### src/rtl/sipo_deser.sv
// sipo_deser: serial-in / parallel-out deserializer with a one-word output buffer.
// Frames start with sof qualified by bit_en and complete after N bits. The word is
// presented on dout/dvalid with a valid/ready handshake. A completed word that
// finds the buffer still occupied is dropped and raises the sticky ovr flag.
// Optional feature: define PARITY_CHK_EN to expect one even-parity bit after the
// N data bits. A word that fails the check is dropped and perr pulses for one cycle.
module sipo_deser #(
  parameter int unsigned N         = 8,
  parameter int unsigned LSB_FIRST = 1
) (
  input  logic         clk,
  input  logic         reset,
  input  logic         sin,
  input  logic         bit_en,
  input  logic         sof,
  output logic [N-1:0] dout,
  output logic         dvalid,
  input  logic         dready,
  output logic         ovr,
  input  logic         clr_ovr,
  output logic         perr
);

  localparam int unsigned CntW = $clog2(N + 1);

`ifdef PARITY_CHK_EN
  typedef enum logic [1:0] {StIdle, StShift, StPar} state_e;
`else
  typedef enum logic [0:0] {StIdle, StShift} state_e;
`endif

  state_e          state_q, state_d;
  logic [CntW-1:0] count_q, count_d;
  logic [N-1:0]    sreg_q, sreg_d;
  logic [N-1:0]    dout_q, dout_d;
  logic            dvalid_q, dvalid_d;
  logic            ovr_q, ovr_d;
  logic            ovr_set;
  logic [N-1:0]    shifted, first_word, word;
  logic            complete;
`ifdef PARITY_CHK_EN
  logic            perr_q, perr_d;
`endif

  // Where the incoming bit enters the shift register, for both bit orders.
  always_comb begin
    shifted    = sreg_q;
    first_word = '0;
    if (LSB_FIRST != 0) begin
      shifted         = {sin, sreg_q[N-1:1]};
      first_word[N-1] = sin;
    end else begin
      shifted       = {sreg_q[N-2:0], sin};
      first_word[0] = sin;
    end
  end

  // Frame FSM: collect bits, flag completion of a good word.
  always_comb begin
    state_d  = state_q;
    count_d  = count_q;
    sreg_d   = sreg_q;
    complete = 1'b0;
    word     = shifted;
`ifdef PARITY_CHK_EN
    perr_d   = 1'b0;
`endif
    if (bit_en) begin
      case (state_q)
        StIdle: begin
          if (sof) begin
            sreg_d  = first_word;
            count_d = CntW'(1);
            state_d = StShift;
          end
        end
        StShift: begin
          if (sof) begin
            // Restart: the partial word is silently abandoned.
            sreg_d  = first_word;
            count_d = CntW'(1);
          end else begin
            sreg_d = shifted;
            if (count_q == CntW'(N - 1)) begin
`ifdef PARITY_CHK_EN
              count_d = CntW'(N);
              state_d = StPar;
`else
              count_d  = '0;
              state_d  = StIdle;
              complete = 1'b1;
              word     = shifted;
`endif
            end else begin
              count_d = count_q + CntW'(1);
            end
          end
        end
`ifdef PARITY_CHK_EN
        StPar: begin
          if (sof) begin
            sreg_d  = first_word;
            count_d = CntW'(1);
            state_d = StShift;
          end else begin
            count_d = '0;
            state_d = StIdle;
            word    = sreg_q;
            if (^{sreg_q, sin} == 1'b0) begin
              complete = 1'b1;
            end else begin
              perr_d = 1'b1;
            end
          end
        end
`endif
        default: state_d = StIdle;
      endcase
    end
  end

  // Output buffer handshake and sticky overrun flag (set beats clear).
  always_comb begin
    dout_d   = dout_q;
    dvalid_d = dvalid_q;
    ovr_set  = 1'b0;
    if (complete) begin
      if (!dvalid_q || dready) begin
        dout_d   = word;
        dvalid_d = 1'b1;
      end else begin
        ovr_set = 1'b1;
      end
    end else if (dvalid_q && dready) begin
      dvalid_d = 1'b0;
    end
    if (ovr_set) begin
      ovr_d = 1'b1;
    end else if (clr_ovr) begin
      ovr_d = 1'b0;
    end else begin
      ovr_d = ovr_q;
    end
  end

  // State registers with asynchronous active-high reset.
  always_ff @(posedge clk or posedge reset) begin
    if (reset) begin
      state_q  <= StIdle;
      count_q  <= '0;
      sreg_q   <= '0;
      dout_q   <= '0;
      dvalid_q <= 1'b0;
      ovr_q    <= 1'b0;
    end else begin
      state_q  <= state_d;
      count_q  <= count_d;
      sreg_q   <= sreg_d;
      dout_q   <= dout_d;
      dvalid_q <= dvalid_d;
      ovr_q    <= ovr_d;
    end
  end

`ifdef PARITY_CHK_EN
  // Parity error pulse, one cycle per failed frame.
  always_ff @(posedge clk or posedge reset) begin
    if (reset) begin
      perr_q <= 1'b0;
    end else begin
      perr_q <= perr_d;
    end
  end
  assign perr = perr_q;
`else
  assign perr = 1'b0;
`endif

  assign dout   = dout_q;
  assign dvalid = dvalid_q;
  assign ovr    = ovr_q;

endmodule
### config.mk
export PLATFORM = sky130hd
export DESIGN_NAME = sipo_deser
export DESIGN_NICKNAME = d
export VERILOG_FILES = /design/src/rtl/sipo_deser.sv
export SDC_FILE = /design/constraint.sdc
export NUM_CORES = 1
export LEC_CHECK = 0
export ABC_CLOCK_PERIOD_IN_PS = 1600
export CAP_MARGIN = 20
export CORE_UTILIZATION = 40
export DETAILED_ROUTE_END_ITERATION = 10
export HOLD_SLACK_MARGIN = 0.03
export PLACE_DENSITY_LB_ADDON = 0.25
export SYNTH_ARGS = -nofsm -noshare
export SYNTH_HDL_FRONTEND = slang
export SYNTH_SLANG_ARGS = --single-unit
### constraint.sdc
create_clock -name clk -period 1.6 [get_ports clk]
set_input_delay 0.32 -clock clk [delete_from_list [all_inputs] [get_ports clk]]
set_output_delay 0.32 -clock clk [all_outputs]
set_load 0.005 [all_outputs]
==> flow_metrics.py, run 1 <==
metrics = {
    "outcome": {
        "outcome": "complete, no violations",
    },
    "worst_hold_path": {
        "worstHoldPathType": "in2async",
    },
    "synthesis": {
        "synth_area_um2": 940,
        "syn-instance-count": 68,
        "yosys.cell_count.top_type": "dfrtp_1",
        "synth_fp_nets": 76,
        "netlist.top_cell.by_area": "dfrtp_1",
        "synthTopCellsByCount": "dfrtp_1 (22), a22o_1 (8), mux2_4 (8)",
        "synth_top_flop_cell": "dfrtp_1",
        "synth.area.top_cells": "dfrtp_1 (59%), mux2_4 (13%), a22o_1 (7.5%)",
        "synth_edf_count": 0,
        "synth_sequential_area_ratio_pct": 58.6,
        "synth_seq_cells": 22,
        "synth_warnings": 0,
        "async_flop_share_pct": 100,
        "post-synth-top-area-fraction_pct": 58.6,
        "post_synth.cell_area_avg_um2": 13.8,
        "synth.distinct_cells": 24,
    },
    "drt": {
        "routed_wire_length_per_instance_um": 12.8,
        "routed_via_density": 5.20,
        "first_pass_iteration_count_of_the_detailed_router": 4,
        "detailroute.via_count": 634,
        "drt-initial-drc-count": 18,
        "detail_route.drc_violations": 0,
        "ant_nets": 0,
        "wirelength_um": 1560,
    },
    "critical_path": {
        "worst_ep_required_time_ns": 1.80,
        "r2r_end": "dout[7]$_DFFE_PP0P_",
        "setup.reg_to_reg.worst_slack_ns": 0.05,
        "critical-path-max-stage-delay_ns": 0.40,
        "r2r_cells": 4,
        "critical_path.cell_chain": "ha_1 -> and3b_1 -> and3_4 -> mux2_4",
        "critPathMaxFanout": 8,
        "cp_data_arrival_time_ns": 1.76,
        "timing.critical_path.slowest_stage_cell": "dfrtp_1",
        "critical_path_buf_inv_count": 0,
        "worst_setup_path_end_kind": "register",
        "worstSetupPathType": "reg2reg",
        "regToRegStartpoint": "count_q[1]$_DFFE_PP0P_",
        "crit_path_leading_delay_family": "simple AND/OR/NAND/NOR gates",
        "category_of_the_worst_setup_path_launch_point": "register",
    },
    "global_routing": {
        "maximum_number_of_pins_on_one_net_before_global_route_repair": 23,
        "number_of_antenna_violations_at_the_first_check_in_global_routing": 0,
        "groute.usage.overall_pct": 14.5,
        "remaining_global_route_overflow": 0,
        "grt_first_pass_wirelength_um": 2670,
        "grt_pass1_vias": 610,
    },
    "floorplanning": {
        "core_mm2": 0.00221,
        "ioPinCount": 18,
        "chipWidth_um": 50.5,
        "die_area_mm2": 0.00255,
        "initial_core_utilization_pct": 42.5,
        "floorplan.rows": 17,
        "die-height_um": 50.5,
    },
    "placement": {
        "gp_routability_congestion": 0.802,
        "port_buffers": 16,
        "post-dp-hpwl_um": 1140,
    },
    "timing": {
        "number_of_endpoints_with_negative_hold_slack_in_the_final_report": 0,
        "clock.fmax_mhz": 644,
        "setup_repair_after_global_routing_missed_its_margin": "false",
        "timing.clock.skew_ns": 0.00556,
        "slew_viol_final": 0,
        "finalCriticalPeriod_ns": 1.55,
        "setup-violations-final": 0,
        "period_share_pct": 97.0,
        "hold-worst-slack_ns": 0.317,
    },
    "clock_network": {
        "clock-root-buffer": "clkbuf_4",
        "postCtsSetupRepairBufs": 0,
        "hold_buffers": 0,
        "numCtsBuffers": 3,
        "cts.htree.levels": 1,
        "tritoncts_clock_tree": "yes",
        "clock_latency_at_the_later_pin_of_the_worst_skew_pair_ns": 0.31,
        "cts.clk_slew.worst_paths_ns": 0.12,
        "clock-sinks": 22,
        "cts_max_path_buffers": 2,
        "post_cts.resized_instances": 0,
    },
    "cells_and_area": {
        "utilization_after_layout_pct": 55.4,
        "n_antenna_cell": 0,
        "multi_input_area_um2": 348,
        "seq_area_um2": 551,
        "syn_to_final_growth_pct": 30.4,
        "final.fill_count": 200,
        "finalNetCount": 103,
        "layout-drive-gt1-share_pct": 25.5,
    },
    "flow_run": {
        "max_cap_viol_count": 0,
    },
    "pwr": {
        "total_power_divided_by_cell_area_mw_per_mm2": 1020,
        "p_leak_nw": 0.577,
        "totalPowerFinal_mw": 1.25,
        "vdd_drop_max_mv": 0.936,
    },
}
registers in the layout, summed over array words and instances (netlist names):
name     count
count_q      4
dout         8
dvalid       1
ovr          1
sreg_q       7
state_q      1
through the flow:
stage / cell area [µm²] / setup TNS (ns) / cells / worst slack [ns]
2_1_floorplan: 940 / 0 / 68 / 0.0875
3_3_place_gp: 1170 / -0.842 / 118 / -0.106
3_5_place_dp: 1170 / -0.963 / 118 / -0.124
4_1_cts: 1220 / 0 / 122 / 0.0432
5_1_grt: 1220 / 0 / 122 / 0.00630
6_report: 1220 / 0 / 122 / 0.0484
where the power goes:
| part | total (mW) | switching [mW] | leakage, nW | internal, mW |
|---|---|---|---|---|
| clock | 0.422 | 0.168 | 0.0279 | 0.253 |
| sequential | 0.644 | 0.0379 | 0.293 | 0.606 |
| combinational | 0.188 | 0.0679 | 0.256 | 0.120 |
| total | 1.25 | 0.274 | 0.577 | 0.980 |
cell type report:
cell class	count	area share, %
clock buffers	3	1.84
clock inverters	1	2.45
inverters	3	0.919
multi-input cells	40	28.4
flip-flops and latches	22	44.9
well taps	28	2.86
repair buffers	25	18.6
placed cells by master (no fill, tap or decap), drive strengths merged:
cell and n:
bufinv 1, nand4 1, a22o 8, clkbuf 3, and3b 2, ha 1, a22oi 1, a21oi 1
a221o 1, dfrtp 22, nand2 5, nand2b 1, o22ai 1, clkdlybuf4s50 16, o21ai 3, nor2b 1
mux2 9, or2 1, buf 9, conb 1, inv 3, nor3 1, o41ai 1, and3 1
worst min-delay path: cells and delay by family:
family	cells	cell delay [ns]
buffers and inverters	3	0.71
worst max-delay path by stage:
stage	start	to	slack, ns	cells past startpoint
6_report	count_q[1]$_DFFE_PP0P_	dout[7]$_DFFE_PP0P_	0.05	4
5_1_grt	count_q[1]$_DFFE_PP0P_	dout[7]$_DFFE_PP0P_	0.006	4
4_1_cts	count_q[1]$_DFFE_PP0P_	dout[7]$_DFFE_PP0P_	0.04	4
3_5_place_dp	bit_en	dout[7]$_DFFE_PP0P_	-0.12	4
3_3_place_gp	bit_en	dout[5]$_DFFE_PP0P_	-0.11	4
2_1_floorplan	count_q[0]$_DFFE_PP0P_	dout[0]$_DFFE_PP0P_	0.09	5
layer usage:
metal | up-vias | GRT usage [%] | part of all wire, % | wire (µm)
met3 | 5 | 5.45 | 5.8 | 91
met4 | 0 | 5.56 | 1.9 | 30
li1 | 296 | - | - | -
met1 | 316 | 18.0 | 47 | 731
met5 | - | 0 | 0 | 0
met2 | 17 | 22.9 | 45 | 707
logic make-up (layout without fill, tap and decap cells):
group / Yosys count / count (layout) / share of synthesized area (%)
AO/OA/AOI/OAI: 16 / 16 / 13.0
other: 1 / 1 / 0.399
adder cells (fa/ha/maj): 1 / 1 / 1.33
flip-flops: 22 / 22 / 58.6
AND/OR/NAND/NOR: 13 / 13 / 8.26
buffers and inverters: 6 / 32 / 4.39
multiplexers: 9 / 9 / 14.0
No activity file was read; power rests on OpenSTA's default activity.
==> run 2, diff against run 1 <==
--- a/config.mk
+++ b/config.mk
@@ -9,7 +9,6 @@
 export CAP_MARGIN = 20
 export CORE_UTILIZATION = 40
 export DETAILED_ROUTE_END_ITERATION = 10
-export HOLD_SLACK_MARGIN = 0.03
 export PLACE_DENSITY_LB_ADDON = 0.25
 export SYNTH_ARGS = -nofsm -noshare
 export SYNTH_HDL_FRONTEND = slang
==> results of run 2 <==
Same layout as run 1: the final DEF is identical, and so are final timing and power.
